`src/rtl/imem_loader.sv`:
```
// imem_loader: streams a base/count header plus instruction words into the instruction memory write port.
// Define IMEM_LOADER_CHECKSUM_EN to require a trailing XOR checksum word after the data.
module imem_loader #(
   parameter int addr_width_p = 10,
   parameter int data_width_p = 16
) (
   input  logic                    clk,
   input  logic                    n_reset,
   input  logic                    in_valid_i,
   input  logic [data_width_p-1:0] in_data_i,
   output logic                    in_ready_o,
   output logic                    wen_o,
   output logic [addr_width_p-1:0] addr_o,
   output logic [data_width_p-1:0] instruction_o,
   output logic                    nop_o,
   output logic                    busy_o,
   output logic                    done_o,
   output logic                    error_o
);
   localparam logic [2:0] st_addr  = 3'd0;
   localparam logic [2:0] st_count = 3'd1;
   localparam logic [2:0] st_data  = 3'd2;
   localparam logic [2:0] st_done  = 3'd3;
`ifdef IMEM_LOADER_CHECKSUM_EN
   localparam logic [2:0] st_csum  = 3'd4;
   localparam logic [2:0] st_end   = st_csum;
`else
   localparam logic [2:0] st_end   = st_done;
`endif
   localparam logic [31:0] depth_c = 32'd1 << addr_width_p;
   logic [2:0]              state_q, state_d;
   logic [addr_width_p-1:0] cur_q, cur_d, addr_q, addr_d;
   logic [addr_width_p:0]   rem_q, rem_d;
   logic [data_width_p-1:0] instr_q, instr_d, csum_q, csum_d;
   logic                    wen_q, wen_d, error_q, error_d;
   logic                    xfer, clamp;
   logic [31:0]             cnt_w;
   assign in_ready_o    = state_q != st_done;
   assign xfer          = in_valid_i & in_ready_o;
   assign cnt_w         = 32'(in_data_i);
   assign clamp         = cnt_w > depth_c;
   assign wen_o         = wen_q;
   assign addr_o        = addr_q;
   assign instruction_o = instr_q;
   assign busy_o        = state_q != st_addr;
   assign nop_o         = busy_o | wen_q;
   assign done_o        = state_q == st_done;
   assign error_o       = error_q;
   always_comb begin
      state_d = state_q;
      cur_d   = cur_q;
      rem_d   = rem_q;
      addr_d  = addr_q;
      instr_d = instr_q;
      wen_d   = 1'b0;
      error_d = error_q;
      csum_d  = csum_q;
      if (xfer) begin
         case (state_q)
            st_addr: begin
               cur_d   = in_data_i[addr_width_p-1:0];
               csum_d  = '0;
               state_d = st_count;
            end
            st_count: begin
               rem_d   = clamp ? depth_c[addr_width_p:0] : cnt_w[addr_width_p:0];
               error_d = error_q | clamp;
               state_d = (rem_d == '0) ? st_end : st_data;
            end
            st_data: begin
               wen_d   = 1'b1;
               addr_d  = cur_q;
               instr_d = in_data_i;
               cur_d   = cur_q + addr_width_p'(1);
               rem_d   = rem_q - (addr_width_p+1)'(1);
               csum_d  = csum_q ^ in_data_i;
               state_d = (rem_d == '0) ? st_end : st_data;
            end
`ifdef IMEM_LOADER_CHECKSUM_EN
            st_csum: begin
               error_d = error_q | (in_data_i != csum_q);
               state_d = st_done;
            end
`endif
            default: ;
         endcase
      end
      if (state_q == st_done) state_d = st_addr;
   end
   // Reset abandons any load; memory contents already written are left alone.
   always_ff @(posedge clk) begin
      if (!n_reset) begin
         state_q <= st_addr;
         cur_q   <= '0;
         rem_q   <= '0;
         addr_q  <= '0;
         instr_q <= '0;
         wen_q   <= 1'b0;
         error_q <= 1'b0;
         csum_q  <= '0;
      end else begin
         state_q <= state_d;
         cur_q   <= cur_d;
         rem_q   <= rem_d;
         addr_q  <= addr_d;
         instr_q <= instr_d;
         wen_q   <= wen_d;
         error_q <= error_d;
         csum_q  <= csum_d;
      end
   end
endmodule
```
`config.mk`:
```
export PLATFORM = sky130hd
export DESIGN_NAME = imem_loader
export DESIGN_NICKNAME = d
export VERILOG_FILES = /design/src/rtl/imem_loader.sv
export SDC_FILE = /design/constraint.sdc
export NUM_CORES = 1
export LEC_CHECK = 0
export ABC_CLOCK_PERIOD_IN_PS = 2400
export CAP_MARGIN = 5
export CORE_UTILIZATION = 25
export DETAILED_ROUTE_END_ITERATION = 8
export GPL_ROUTABILITY_DRIVEN = 0
export PLACE_DENSITY_LB_ADDON = 0.05
export SETUP_SLACK_MARGIN = 0.3
export SLEW_MARGIN = 15
export SYNTH_ARGS = -nofsm -noshare
export SYNTH_HDL_FRONTEND = slang
export SYNTH_SLANG_ARGS = --single-unit
```
`constraint.sdc`:
```
create_clock -name clk -period 2.4 [get_ports clk]
set_clock_uncertainty 0.2 [all_clocks]
set_input_delay 0.48 -clock clk [delete_from_list [all_inputs] [get_ports clk]]
set_output_delay 0.48 -clock clk [all_outputs]
set_load 0.01 [all_outputs]
```
==> out/qor_table.md <==
| Metric | Reported |
|:---|:---|
| Pleak | 1.34 nW |
| Pwr Total | 1.97 mW |
| Horiz. Die Dim | 105 µm |
| Sequential fraction of the synthesis area | 38.1% |
| Class of the worst hold path | flop to flop |
| Setup repair after global routing missed its margin | yes |
| Avg Cell Area, Syn | 7.97 µm² |
| Vias per cell | 4.71 |
| Post-Place Cells | 523 |
| Critical Path Fanout Max | 3 |
| Proportion of power drawn by combinational gates | 20.9% |
| Data required time of the critical path | 2.45 ns |
| Post-synthesis cell type with the largest combined area | sky130_fd_sc_hd__dfxtp_1 |
| Largest buffer count on any clock path | 2 |
| Share of Yosys cell area claimed by the top area cell type | 38.1% |
| Post-Syn Instances | 336 |
| CTS Buf Count | 5 |
| H-tree Lvls | 2 |
| Worst Setup Slack post-DPL | -0.218 ns |
| Category of the worst setup path capture point | flop |
| Critical path launch point type | input pin |
| Worst Path Class, Setup | input pin to flop |
| CTS tree | done |
| Max-capacitance violation count | 0 |
| GR Util All Layers | 14.3% |
| Area added between synthesis and finish | 35.0% |
| Remaining DRCs | 0 |
| Routed via count | 2500 |
| Starting Density | 25.8% |
| Die Footprint | 11100 µm² |
| Hold slack | 0.264 ns |
| Cell area after technology mapping | 2680 µm² |
| Time the worst path needs with I/O delays and setup | 2.03 ns |
| Maximum number of pins on one net before global-route repair | 54 |
| CP Data Arrival Time | 2.08 ns |
| Number of synthesized register bits | 51 |
| CTS sink cnt | 51 |
| Fillcell total | 1138 |
| Overall routed net length | 7.89 mm |
| Number of antenna violations at the first check in global routing | 0 |
| Slew at the pin closest to its max-slew limit | 0.423 ns |
| Number of warnings reported in the yosys synthesis log | 0 |
| Share of total power in sequential cells | 47.5% |
| Relative slew slack | 71.7% |
| Dominant cells by area after synthesis | sky130_fd_sc_hd__dfxtp_1, sky130_fd_sc_hd__nand2_1, sky130_fd_sc_hd__a21boi_0 |
| First-pass GRT wire length | 12.6 mm |
| Number of ports placed on the die boundary | 51 |
| Fraction of final layout cells with drive strength greater than 1 | 12.4% |
| Clk pwr share | 31.6% |
| First DRT Iteration DRCs | 81 |
| Post-synth ARST share | 0% |
| Post-route insts no fill | 531 |
| Antenna-violating nets left | 0 |
| Worst VDD drop | 0.000219 V |
| Result of the run | finished clean |
| Grt ovf | 0 |
| Slew Viols, Final | 0 |
| Fmax achieved | 0.492 GHz |
| Number of optimization iterations in the first detailed-route pass | 4 |
| Switching power | 575 µW |
| Via count of the first global-routing pass | 2355 |
| Antenna diodes | 0 |
| Placeable core area | 10400 µm² |
| Final setup margin | 0.368 ns |
| Pwr Density | 545 nW/µm² |
| Final design utilization | 34.9% |
| Wire length per cell after detailed routing | 14.9 µm |
| Sw Share | 29.2% |
| Count of flip-flops with a built-in enable after synthesis | 0 |
| Final net count | 421 |
| Vertical die dimension | 105 µm |
| Clock Latency Late Sink | 0.30 ns |
| Clock-pin slew reported for the worst setup and hold paths after clock tree synthesis | 0.10 ns |
| Most used flip-flop cell after synthesis | sky130_fd_sc_hd__dfxtp_1 |
| Placed wire-length estimate | 5.54 mm |
| Number of endpoints failing setup at the final stage | 0 |
| Number of buffers added on ports | 50 |
| Number of nets produced by synthesis | 363 |
| Post-route cell area | 3610 µm² |
| Final hold vios | 0 |
| Fraction of the cycle the final worst path needs | 84.7% |
| Placement Rows | 37 |
| Post-placement cell area | 3460 µm² |
| Synth unique cells | 46 |
| Power Internal | 1.39 mW |
| Setup total negative slack | 0 ns |
| Clk root buf | sky130_fd_sc_hd__clkbuf_8 |
==> cells by family (layout without fill, tap and decap cells) <==
family / after synthesis / in the layout / synth area share, %
XOR/XNOR: 7 / 7 / 2.29
flip-flops: 51 / 51 / 38.1
buffers and inverters: 33 / 92 / 4.86
AO/OA/AOI/OAI: 96 / 96 / 24.8
multiplexers: 1 / 1 / 0.374
adder cells (fa/ha/maj): 8 / 8 / 3.74
AND/OR/NAND/NOR: 140 / 140 / 25.8
==> sequential cells by signal (all words and copies together), names as in the netlist <==
| signal | cells |
|---|---|
| addr_o | 10 |
| cur_q | 10 |
| error_o | 1 |
| instruction_o | 16 |
| rem_q | 11 |
| state_q | 2 |
| wen_o | 1 |
==> power groups by stage <==
stage / logic [mW] / clock network [mW] / registers, mW
5_1_grt: 0.455 / 0.676 / 0.943
4_1_cts: 0.414 / 0.645 / 0.935
2_1_floorplan: 0.242 / 0 / 0.943
3_5_place_dp: 0.412 / 0 / 0.953
3_3_place_gp: 0.415 / 0 / 0.953
6_report: 0.411 / 0.621 / 0.936
==> cell type report <==
cell class | count | area (µm²) | share of cell area, %
timing repair buffer | 73 | 694 | 19.2
sequential | 51 | 1030 | 28.4
multi-input combinational | 252 | 1570 | 43.4
tap | 136 | 170 | 4.71
clock inverter | 3 | 43.8 | 1.21
inverter | 11 | 41.3 | 1.14
clock buffer | 5 | 68.8 | 1.90
==> cells in the final DEF (no fill, tap or decap), types with 6 or more instances in the layout <==
master                            synthesis  final
sky130_fd_sc_hd__and3_1                   6      6
sky130_fd_sc_hd__inv_1                   11      9
sky130_fd_sc_hd__dfxtp_1                 51     48
sky130_fd_sc_hd__nor2_1                  18     18
sky130_fd_sc_hd__nand3_1                 10     10
sky130_fd_sc_hd__ha_1                     8      6
sky130_fd_sc_hd__o21ai_0                 18     18
sky130_fd_sc_hd__clkdlybuf4s50_1          0     40
sky130_fd_sc_hd__nand2_1                 67     67
sky130_fd_sc_hd__a21oi_1                 15     15
sky130_fd_sc_hd__buf_4                    0     19
sky130_fd_sc_hd__a21boi_0                30     30
sky130_fd_sc_hd__nor2b_1                 11     11
sky130_fd_sc_hd__dlygate4sd2_1            0      9
==> Yosys cell counts (4+ instances only) <==
master / instances
sky130_fd_sc_hd__dfxtp_1: 51
sky130_fd_sc_hd__and2_1: 4
sky130_fd_sc_hd__inv_1: 11
sky130_fd_sc_hd__and3_1: 6
sky130_fd_sc_hd__buf_2: 5
sky130_fd_sc_hd__o21ai_0: 18
sky130_fd_sc_hd__nand3_1: 10
sky130_fd_sc_hd__clkbuf_1: 17
sky130_fd_sc_hd__a21boi_0: 30
sky130_fd_sc_hd__ha_1: 8
sky130_fd_sc_hd__nand2_1: 67
sky130_fd_sc_hd__nand4_1: 5
sky130_fd_sc_hd__a21boi_1: 4
sky130_fd_sc_hd__nor2b_1: 11
sky130_fd_sc_hd__a21oi_1: 15
sky130_fd_sc_hd__o21a_1: 4
sky130_fd_sc_hd__o22ai_1: 5
sky130_fd_sc_hd__nor2_1: 18
sky130_fd_sc_hd__xnor2_1: 4
==> critical path, stage by stage <==
cell and delay [ns]:
sky130_fd_sc_hd__clkdlybuf4s50_1 0.42, sky130_fd_sc_hd__or4_4 0.53, sky130_fd_sc_hd__nor3_2 0.14, sky130_fd_sc_hd__buf_4 0.15, sky130_fd_sc_hd__a311oi_1 0.09, sky130_fd_sc_hd__o31ai_1 0.09, sky130_fd_sc_hd__o211a_1 0.18
==> final timing paths <==
check	startpoint	to	slack [ns]	cells past startpoint
setup reg to reg	rem_q[1]$_SDFFE_PN0P_	rem_q[8]$_SDFFE_PN0P_	0.39	7
setup / recovery	in_data_i[13]	state_q[0]$_SDFFE_PP0P_	0.37	7
hold reg to reg	addr_o[6]$_SDFFE_PN0P_	addr_o[6]$_SDFFE_PN0P_	0.26	2
hold / removal	addr_o[6]$_SDFFE_PN0P_	addr_o[6]$_SDFFE_PN0P_	0.26	2
==> what timing repair did <==
item / CTS / global route
hold buffers: 0 / 0
gates resized for setup: 20 / 6
pin swaps: 5 / 3
endpoints found under the hold margin: 0 / 0
endpoints found under the setup margin: 17 / 7
setup buffers: 0 / 0
gates cloned: 0 / 0
==> routing by layer <==
layer | wire (µm) | vias up | track usage (%)
met4 | 50 | 0 | 3.27
met1 | 3830 | 1191 | 18.9
li1 | - | 1279 | -
met2 | 3840 | 26 | 24.6
met5 | 0 | - | 0
met3 | 171 | 4 | 2.04
No activity file was read; power rests on OpenSTA's default activity.
